File: config.mk
export PLATFORM = sky130hd
export DESIGN_NAME = uc_loadstore
export DESIGN_NICKNAME = d
export VERILOG_FILES = /design/src/rtl/loadstore_pkg.sv /design/src/rtl/dec_loadstore.sv /design/src/rtl/uc_loadstore.sv
export SDC_FILE = /design/constraint.sdc
export NUM_CORES = 1
export LEC_CHECK = 0
export ABC_AREA = 1
export BUFFER_PORTS_ARGS = -buffer_cell sky130_fd_sc_hd__buf_2
export CAP_MARGIN = 20
export CELL_PAD_IN_SITES_DETAIL_PLACEMENT = 1
export CELL_PAD_IN_SITES_GLOBAL_PLACEMENT = 2
export CORE_MARGIN = 1.5
export CORE_UTILIZATION = 30
export DETAILED_ROUTE_END_ITERATION = 16
export GPL_TIMING_DRIVEN = 0
export HOLD_SLACK_MARGIN = 0.05
export PLACE_DENSITY_LB_ADDON = 0.1
export SLEW_MARGIN = 20
export SYNTH_ARGS = -nofsm -noshare
export SYNTH_HDL_FRONTEND = slang
export SYNTH_SLANG_ARGS = --single-unit
File: constraint.sdc
create_clock -name clk -period 1.66 [get_ports clk]
set_clock_uncertainty 0.05 [all_clocks]
set_input_delay 0.083 -clock clk [delete_from_list [all_inputs] [get_ports clk]]
set_output_delay 0.083 -clock clk [all_outputs]
set_load 0.01 [all_outputs]
File: src/rtl/loadstore_pkg.sv
// Shared encodings for the ld/sd control unit: RV64 opcode fields, the halt
// word and the FSM state enumeration.
package loadstore_pkg;

  localparam logic [6:0]  OP_LOAD   = 7'b0000011;
  localparam logic [6:0]  OP_STORE  = 7'b0100011;
  localparam logic [2:0]  FUNCT3_D  = 3'b011;
  localparam logic [31:0] HALT_WORD = 32'h0000_0000;

  typedef enum logic [2:0] {
    ST_IDLE   = 3'd0,
    ST_FETCH  = 3'd1,
    ST_DECODE = 3'd2,
    ST_SETUP  = 3'd3,
    ST_WRITE  = 3'd4,
    ST_HOLD   = 3'd5,
    ST_DONE   = 3'd6,
    ST_ERROR  = 3'd7
  } state_t;

  // True when a 12-bit signed immediate is non-negative and fits in width bits.
  function automatic logic imm_fits(input logic [11:0] imm12, input int width);
    logic [11:0] upper_s;
    upper_s  = imm12 >> width;
    imm_fits = (upper_s == 12'd0);
  endfunction

endpackage

File: src/rtl/dec_loadstore.sv
// Combinational field extraction and classification of one instruction word
// into ld / sd / halt / illegal.
module dec_loadstore
  import loadstore_pkg::*;
#(
  parameter int REG_W    = 5,
  parameter int OFFSET_W = 5
) (
  input  logic [31:0]         instr_word,
  output logic [REG_W-1:0]    rs1,
  output logic [REG_W-1:0]    rs2,
  output logic [REG_W-1:0]    rd,
  output logic [OFFSET_W-1:0] imm,
  output logic                is_ld,
  output logic                is_sd,
  output logic                is_halt,
  output logic                is_illegal
);

  logic [6:0]  opcode_s;
  logic [2:0]  funct3_s;
  logic [11:0] imm12_s;
  logic        imm_ok_s;

  // Decode fields; an oversized or negative offset is illegal even for a valid op.
  always_comb begin
    opcode_s   = instr_word[6:0];
    funct3_s   = instr_word[14:12];
    rs1        = REG_W'(instr_word[19:15]);
    rs2        = REG_W'(instr_word[24:20]);
    rd         = REG_W'(instr_word[11:7]);
    is_halt    = (instr_word == HALT_WORD);
    is_ld      = (opcode_s == OP_LOAD)  && (funct3_s == FUNCT3_D);
    is_sd      = (opcode_s == OP_STORE) && (funct3_s == FUNCT3_D);
    if (is_sd) begin
      imm12_s = {instr_word[31:25], instr_word[11:7]};
    end else begin
      imm12_s = instr_word[31:20];
    end
    imm_ok_s   = imm_fits(imm12_s, OFFSET_W);
    imm        = imm12_s[OFFSET_W-1:0];
    is_illegal = !is_halt && (!(is_ld || is_sd) || !imm_ok_s);
  end

endmodule

File: src/rtl/uc_loadstore.sv
// Multi-cycle fetch/decode/strobe sequencer driving the FD_loadstore datapath
// with stable register addresses and single-cycle write strobes.
module uc_loadstore
  import loadstore_pkg::*;
#(
  parameter int REG_W    = 5,
  parameter int OFFSET_W = 5,
  parameter int PC_W     = 8
) (
  input  logic                clk,
  input  logic                reset,
  input  logic                start,
  output logic                instr_req,
  output logic [PC_W-1:0]     pc,
  input  logic                instr_valid,
  input  logic [31:0]         instr,
  output logic [REG_W-1:0]    Ra,
  output logic [REG_W-1:0]    Rb,
  output logic [REG_W-1:0]    Rw,
  output logic [OFFSET_W-1:0] OFFSET,
  output logic                WE_reg,
  output logic                WE_mem,
  output logic                busy,
  output logic                done,
  output logic                illegal
);

  state_t                state_r;
  logic [31:0]           instr_r;
  logic [REG_W-1:0]      rs1_s;
  logic [REG_W-1:0]      rs2_s;
  logic [REG_W-1:0]      rd_s;
  logic [OFFSET_W-1:0]   imm_s;
  logic                  is_ld_s;
  logic                  is_sd_s;
  logic                  is_halt_s;
  logic                  is_illegal_s;

  dec_loadstore #(
    .REG_W    (REG_W),
    .OFFSET_W (OFFSET_W)
  ) u_dec (
    .instr_word (instr_r),
    .rs1        (rs1_s),
    .rs2        (rs2_s),
    .rd         (rd_s),
    .imm        (imm_s),
    .is_ld      (is_ld_s),
    .is_sd      (is_sd_s),
    .is_halt    (is_halt_s),
    .is_illegal (is_illegal_s)
  );

  // Sequencer: every output is set on entry to the state that owns it.
  always_ff @(posedge clk or posedge reset) begin
    if (reset) begin
      state_r   <= ST_IDLE;
      instr_r   <= 32'h0000_0000;
      pc        <= '0;
      Ra        <= '0;
      Rb        <= '0;
      Rw        <= '0;
      OFFSET    <= '0;
      WE_reg    <= 1'b0;
      WE_mem    <= 1'b0;
      instr_req <= 1'b0;
      busy      <= 1'b0;
      done      <= 1'b0;
      illegal   <= 1'b0;
    end else begin
      case (state_r)
        ST_IDLE, ST_DONE: begin
          if (start) begin
            state_r   <= ST_FETCH;
            pc        <= '0;
            instr_req <= 1'b1;
            busy      <= 1'b1;
            done      <= 1'b0;
          end else begin
            state_r   <= state_r;
          end
        end
        ST_FETCH: begin
          if (instr_valid) begin
            instr_r   <= instr;
            instr_req <= 1'b0;
            state_r   <= ST_DECODE;
          end else begin
            instr_req <= 1'b1;
          end
        end
        ST_DECODE: begin
          if (is_halt_s) begin
            state_r <= ST_DONE;
            done    <= 1'b1;
            busy    <= 1'b0;
          end else if (is_illegal_s) begin
            state_r <= ST_ERROR;
            illegal <= 1'b1;
            busy    <= 1'b0;
          end else begin
            state_r <= ST_SETUP;
            Rb      <= rs1_s;
            Rw      <= is_ld_s ? rd_s  : '0;
            Ra      <= is_sd_s ? rs2_s : '0;
            OFFSET  <= imm_s;
          end
        end
        ST_SETUP: begin
          state_r <= ST_WRITE;
          WE_reg  <= is_ld_s;
          WE_mem  <= is_sd_s;
        end
        ST_WRITE: begin
          state_r <= ST_HOLD;
          WE_reg  <= 1'b0;
          WE_mem  <= 1'b0;
        end
        ST_HOLD: begin
          state_r   <= ST_FETCH;
          pc        <= pc + PC_W'(4);
          Ra        <= '0;
          Rb        <= '0;
          Rw        <= '0;
          OFFSET    <= '0;
          instr_req <= 1'b1;
        end
        ST_ERROR: begin
          state_r <= ST_ERROR;
          WE_reg  <= 1'b0;
          WE_mem  <= 1'b0;
        end
        default: begin
          state_r   <= ST_ERROR;
          illegal   <= 1'b1;
          busy      <= 1'b0;
          instr_req <= 1'b0;
          WE_reg    <= 1'b0;
          WE_mem    <= 1'b0;
        end
      endcase
    end
  end

endmodule

==> results of run 1 <==
[report_power, final]
part,total [mW],internal (mW),switching [mW]
clock network,2.07,1.32,0.743
logic,0.155,0.0948,0.0606
registers,1.63,1.63,0
[timing repair]
action / CTS / global route
pin swaps: 2 / 8
endpoints found under the hold margin: 79 / 0
setup endpoints to repair: 22 / 28
hold buffers: 33 / 0
resized for setup: 6 / 18
buffers inserted: 1 / 8
[path summary, 6_finish.rpt]
check | start | end | slack, ps | depth (start not counted)
max reg2reg | state_r[2]$_DFFE_PP0P_ | instr_r[17]$_DFFE_PP0P_ | 70 | 5
max in group asynchronous | reset | instr_r[14]$_DFFE_PP0P_ | 810 | 4
min reg2reg | done$_DFFE_PP0P_ | done$_DFFE_PP0P_ | 430 | 2
max | state_r[2]$_DFFE_PP0P_ | instr_r[17]$_DFFE_PP0P_ | 70 | 5
min | start | busy$_DFFE_PP0P_ | 50 | 3
min in group asynchronous | reset | instr_r[3]$_DFFE_PP0P_ | 250 | 3
[area by class of cell]
cell class              count  share of cell area (%)
flip-flops and latches     67                    35.0
inverters                  41                    3.29
plain buffers              17                    3.13
repair buffers            111                    16.3
clock buffers               9                    4.70
well taps                 140                    3.66
multi-input cells         252                    31.8
clock inverters             7                    2.12
[cells by family after synthesis]
| family | Yosys count | synth area share (%) |
|---|---|---|
| xor gates and xnor gates | 1 | 0.254 |
| other | 1 | 0.109 |
| and+or+nand+nor | 196 | 29.3 |
| DFF | 67 | 48.7 |
| AOI/OAI and AO/OA | 41 | 8.54 |
| adders and majority gates | 1 | 0.363 |
| buffers and inverters | 58 | 8.58 |
| muxes | 11 | 4.14 |
[stage by stage]
stage | util (%) | power, mW | cell area (µm²)
global route | 43.4 | 3.99 | 4790
global placement | 35.9 | 1.75 | 3960
CTS | 42.5 | 3.91 | 4690
floorplan | - | 1.69 | 3450
finish | 43.4 | 3.86 | 4790
detailed placement | 36.3 | 1.76 | 4010
[placed cells by master, fill, tap and decap left out, drive strengths merged, types with 2 or more instances in the layout]
master / n
buf: 94
nand2: 70
nor2: 69
dfrtp: 67
inv: 41
nand3: 40
dlygate4sd3: 33
a21oi: 26
nand4: 15
mux2: 11
clkbuf: 10
o21ai: 8
clkinvlp: 3
o22ai: 3
conb: 2
clkinv: 2
bufinv: 2
nor3: 2
[routing by layer]
layer  track usage [%]  wire length (µm)  vias to the layer above
met5                 0                 0                        -
li1                  -                 -                     1457
met2              28.6              4510                       49
met4              4.95               110                        0
met1              20.8              4220                     1394
met3              2.70               256                        9
[tightest hold or removal path, stage by stage]
cell and delay, ps:
sky130_fd_sc_hd__buf_2 90, sky130_fd_sc_hd__nand2_2 120, sky130_fd_sc_hd__nand2_1 90
==> results.txt, run 1 <==
----------------------------------------------------
[Status]
  Outcome ... completed

[Die]
  Area enclosed by the die boundary ... 12,100 µm²
  Width of the die ... 110 µm
  I/O pin count ... 70
  Area of the placeable core ... 11,000 µm²
  Die outline height ... 110 µm
  Starting density of the core ... 31.2%
  Row count ... 38

[Worst setup path]
  Worst Setup End Kind ... flop
  CP Data Required Time ... 1830 ps
  CP delay by family, top ... simple AND/OR/NAND/NOR gates
  Critical-path cell with the highest stage delay ... sky130_fd_sc_hd__dfrtp_1
  Critical-path maximum fanout ... 10
  Worst Path Arrival ... 1760 ps
  Buffering stage count on the worst path with inverters included ... 2
  Cell-by-cell listing of the critical path ... buf_2, nor3_4, nand2_4, buf_6, mux2_4
  Crit path kind ... flop to flop
  Largest stage delay, worst path ... 350 ps
  Launching element type of the critical path ... flop

[Synthesis]
  Post-synthesis cell area ... 3440 µm²
  Sequential-to-total area share from yosys stat ... 48.7%
  FFs w/ async S/R, synth ... 100%
  Area contributors post-synth ... sky130_fd_sc_hd__dfrtp_1 (49%), sky130_fd_sc_hd__nand2_1 (7.2%), sky130_fd_sc_hd__nor2_1 (6.9%)
  Synthesized area divided by synthesized cell count ... 9.15 µm²
  Flip-flop and latch count after synthesis ... 67
  Count of different cell masters after synthesis ... 33
  Top_reg_cell synth ... sky130_fd_sc_hd__dfrtp_1
  Post-synth top area share ... 48.7%
  Number of enable-type register cells in the synthesized netlist ... 0
  Ranking of synthesized cells by instance count ... sky130_fd_sc_hd__dfrtp_1 (67), sky130_fd_sc_hd__nand2_1 (66), sky130_fd_sc_hd__nor2_1 (63)
  Largest area contributor in the netlist ... sky130_fd_sc_hd__dfrtp_1
  Synthesis Warnings ... 0
  Most used standard cell by instance count after synthesis ... sky130_fd_sc_hd__dfrtp_1
  Post-synthesis cell count ... 376

[Layout]
  Number of diodes ... 0
  Area taken by multi-input logic gates ... 1520 µm²
  Fraction of final layout cells with drive strength greater than 1 ... 38.7%
  Number of non-filler instances in the completed layout ... 644
  Top Registers ... instr_r: 32 flops, pc: 6 flops
  Relative area change from synthesis to final layout ... 39.1%
  Number of flip-flops in the largest register ... 32
  Reg with most FFs ... instr_r
  Storage cell area ... 1680 µm²
  Filler Cells Inserted ... 1,322
  Nets ... 536

[Clock tree]
  TritonCTS buffer count ... 9
  Number of buffers between clock root and the deepest sink ... 2
  Clock latency at the later pin of the worst-skew pair ... 330 ps
  TritonCTS clock tree ... done
  Total clock sinks ... 67
  H-tree Lvls ... 3
  Cell at the root of the clock tree ... sky130_fd_sc_hd__clkbuf_16
  Register clock-pin slew on the reported worst setup and hold paths ... 60 ps

[Pwr]
  Total power per unit cell area ... 805 nW/µm²
  Worst supply voltage drop on vdd ... 0.423 mV
  Leakage power figure ... 2.45 nW

[Route]
  Vias per inst ... 4.52
  DRT iter0 DRCs ... 95
  Average wire length per cell after detail routing ... 14.1 µm
  Aggregate routed wire length ... 9.10 mm
  ANT nets after route ... 0
  Number of detailed-routing iterations run before antenna repair ... 4
  Total vias in the final route ... 2,909
  DRC ... 0

[STA]
  Post-Route Hold Slack ... 52.4 ps
  Post-route setup slack ... 70.1 ps
  Max Freq ... 0.629 GHz
  Final count of pins violating max slew ... 0
  Hold Vio Cnt, Final ... 0
  Post-route minimum period ... 1590 ps
  Final Cycle Share ... 95.8%
  Total of endpoints with negative setup slack in the final report ... 0
  Final TNS setup ... 0 ps

[Placed design]
  Post-DP HPWL ... 6.73 mm
  Cell total after placement ... 586
  Number of buffer cells added on primary ports ... 67
  Gp weighted congestion ... 0.720
  Setup Slack @ Placement ... -95.1 ps

[Global route]
  Total overflow reported by the global router ... 0
  Antenna violations before repair ... 0
  Gr usage total ... 16.4%
  Pin count of the biggest net entering global routing ... 33
  Number of global-route vias before repair ... 3,075
  Global-route wire length before repair ... 15.0 mm

[Min path]
  Hold crit path type ... input pin to flop

[Flow run]
  Max Cap Violations ... 0

----------------------------------------------------
Power figures use the tool's default switching activity.
==> run 2, diff against run 1 <==
--- a/config.mk
+++ b/config.mk
@@ -16,6 +16,7 @@
 export GPL_TIMING_DRIVEN = 0
 export HOLD_SLACK_MARGIN = 0.05
 export PLACE_DENSITY_LB_ADDON = 0.1
+export REMOVE_ABC_BUFFERS = 1
 export SLEW_MARGIN = 20
 export SYNTH_ARGS = -nofsm -noshare
 export SYNTH_HDL_FRONTEND = slang
==> run 2 against run 1 <==
  * Via count is 2.3% higher
  * Combinational power barely moved
  * Critical endpoint is now state_r[0]$_DFFE_PP0P_
  * Worst hold slack better by 6.9 ps
  * Maximum frequency up 1.5%
  * Clock power decreased by 8%
  * Cell count is 1.6% lower
  * First-iteration DRC count decreased by 20%
  * Critical path depth rose by 3
==> results.txt, run 2 (synthesis results as in run 1) <==
----------------------------------------------------
[Die]
  Area enclosed by the die boundary ... 12,100 µm² (unchanged)
  I/O pin count ... 70 (unchanged)
  Starting density of the core ... 31.2% (unchanged)
  Width of the die ... 110 µm (unchanged)
  Die outline height ... 110 µm (unchanged)
  Row count ... 38 (unchanged)
  Area of the placeable core ... 11,000 µm² (unchanged)

[Pwr]
  Total power per unit cell area ... 773 nW/µm² (was 805 nW/µm²)
  Leakage power figure ... 2.40 nW (was 2.45 nW)
  Worst supply voltage drop on vdd ... 0.438 mV (was 0.423 mV)
  Total design power ... 3.70 mW (was 3.86 mW)

[Layout]
  Utilization after layout ... 43.4% (about the same)
  Relative area change from synthesis to final layout ... 39.0% (was 39.1%)
  Number of flip-flops in the largest register ... 32 (unchanged)
  Most frequent cells in the layout ... sky130_fd_sc_hd__buf_2 (67), sky130_fd_sc_hd__dfrtp_1 (64), sky130_fd_sc_hd__nand2_1 (63), sky130_fd_sc_hd__nor2_1 (55), sky130_fd_sc_hd__inv_1 (37) (was sky130_fd_sc_hd__buf_2 (69), sky130_fd_sc_hd__dfrtp_1 (66), sky130_fd_sc_hd__nand2_1 (64), sky130_fd_sc_hd__nor2_1 (52), sky130_fd_sc_hd__inv_1 (37))
  Top Registers ... instr_r: 32 flops, pc: 6 flops (unchanged)
  Fraction of final layout cells with drive strength greater than 1 ... 37.2% (was 38.7%)
  Filler Cells Inserted ... 1,305 (was 1,322)
  Most frequent standard cell in the layout excluding fill and tap cells ... sky130_fd_sc_hd__buf_2 (unchanged)
  Number of diodes ... 0 (unchanged)
  Reg with most FFs ... instr_r (unchanged)
  Nets ... 526 (was 536)

[Worst setup path]
  Worst Path Arrival ... 1730 ps (was 1760 ps)
  Critical-path maximum fanout ... 8 (was 10)
  Launching element type of the critical path ... flop (unchanged)
  CP Data Required Time ... 1820 ps (was 1830 ps)
  Worst Setup End Kind ... flop (unchanged)
  Crit path kind ... flop to flop (unchanged)

[Clock tree]
  Clock latency at the later pin of the worst-skew pair ... 320 ps (was 330 ps)
  H-tree Lvls ... 3 (unchanged)
  TritonCTS clock tree ... done (unchanged)
  Register clock-pin slew on the reported worst setup and hold paths ... 60 ps (about the same)
  Cell at the root of the clock tree ... sky130_fd_sc_hd__clkbuf_16 (unchanged)
  Total clock sinks ... 67 (unchanged)
  Number of buffers between clock root and the deepest sink ... 2 (unchanged)
  TritonCTS buffer count ... 9 (unchanged)

[STA]
  Post-Route Hold Slack ... 59.3 ps (was 52.4 ps)
  Total of endpoints with negative setup slack in the final report ... 0 (unchanged)
  Post-route minimum period ... 1570 ps (was 1590 ps)
  Hold Vio Cnt, Final ... 0 (unchanged)
  Final TNS setup ... 0 ps (unchanged)
  Final count of pins violating max slew ... 0 (unchanged)
  Max Freq ... 0.639 GHz (was 0.629 GHz)
  RSZ-0062 raised after global routing ... yes
  Final Cycle Share ... 94.3% (was 95.8%)

[Status]
  Outcome ... completed (unchanged)

[Min path]
  Hold crit path type ... input pin to flop (unchanged)

[Route]
  DRT iter0 DRCs ... 76 (was 95)
  Total vias in the final route ... 2,975 (was 2,909)
  DRC ... 0 (unchanged)
  Vias per inst ... 4.69 (was 4.52)
  Aggregate routed wire length ... 9.97 mm (was 9.10 mm)
  ANT nets after route ... 0 (unchanged)
  Number of detailed-routing iterations run before antenna repair ... 4 (unchanged)
  Average wire length per cell after detail routing ... 15.7 µm (was 14.1 µm)

[Global route]
  Pin count of the biggest net entering global routing ... 48 (was 33)
  Antenna violations before repair ... 0 (unchanged)
  Number of global-route vias before repair ... 3,121 (was 3,075)
  Gr usage total ... 18.1% (was 16.4%)
  Total overflow reported by the global router ... 0 (unchanged)
  Global-route wire length before repair ... 16.3 mm (was 15.0 mm)

[Flow run]
  Max Cap Violations ... 0 (unchanged)

[Placed design]
  Gp weighted congestion ... 0.716 (was 0.720)
  Post-DP HPWL ... 5.89 mm (was 6.73 mm)
  Number of buffer cells added on primary ports ... 67 (unchanged)

----------------------------------------------------
==> run 2: layout make-up <==
class	instances	area [µm²]	share of cell area [%]
multi-input cells	257	1650	34.4
clock buffers	11	243	5.07
repair buffers	113	833	17.4
well taps	140	175	3.66
clock inverters	5	52.6	1.10
inverters	41	156	3.27
flip-flops and latches	67	1680	35.1
==> run 2: power breakdown <==
| group | leakage, nW | internal (mW) | switching (mW) |
|---|---|---|---|
| logic | 1.50 | 0.0877 | 0.0647 |
| registers | 0.763 | 1.63 | 0 |
| clock network | 0.145 | 1.20 | 0.717 |
| total | 2.40 | 2.92 | 0.781 |
==> run 2: critical path: stages (launching register included) <==
cell                      delay, ps
sky130_fd_sc_hd__dfrtp_1        400
sky130_fd_sc_hd__nor2_2         160
sky130_fd_sc_hd__nand2_1         80
sky130_fd_sc_hd__nor2_1         140
sky130_fd_sc_hd__nand2_2        100
sky130_fd_sc_hd__nor2_4         150
sky130_fd_sc_hd__nor2_4          60
sky130_fd_sc_hd__buf_12         140
sky130_fd_sc_hd__o21a_1         170
==> run 2: per-layer routing <==
metal	vias to the layer above	GRT usage, %	wire length, µm
met5	-	0	0
met4	0	4.40	91
met3	6	4.00	329
met2	57	30.9	4950
met1	1461	23.3	4590
li1	1451	-	-
==> run 2: path summary, 6_finish.rpt <==
| path | start | endpoint | slack, ps | cells after the start |
|---|---|---|---|---|
| max in group asynchronous | reset | instr_r[21]$_DFFE_PP0P_ | 800 | 4 |
| worst max register to register | instr_r[18]$_DFFE_PP0P_ | state_r[0]$_DFFE_PP0P_ | 90 | 8 |
| worst min-delay path | start | busy$_DFFE_PP0P_ | 60 | 3 |
| worst max-delay path | instr_r[18]$_DFFE_PP0P_ | state_r[0]$_DFFE_PP0P_ | 90 | 8 |
| min in group asynchronous | reset | instr_req$_DFFE_PP0P_ | 230 | 3 |
| worst min register to register | done$_DFFE_PP0P_ | done$_DFFE_PP0P_ | 450 | 2 |
==> run 2: timing repair <==
action                                  CTS  global route
endpoints found under the hold margin    99             0
hold buffers                             33             0
pin swaps                                 9             1
gates cloned                              5             0
endpoints found under the setup margin   61            46
resized for setup                        18            11
setup buffers                            10             2
==> run 2: through the flow <==
stage          instances  cell area (µm²)  setup WS (ps)
2_1_floorplan        360             3300           -156
4_1_cts              632             4720       -0.00511
3_3_place_gp         567             3810          -1260
6_report             634             4790           94.2
5_1_grt              634             4790          -68.9
3_5_place_dp         568             3840           -596
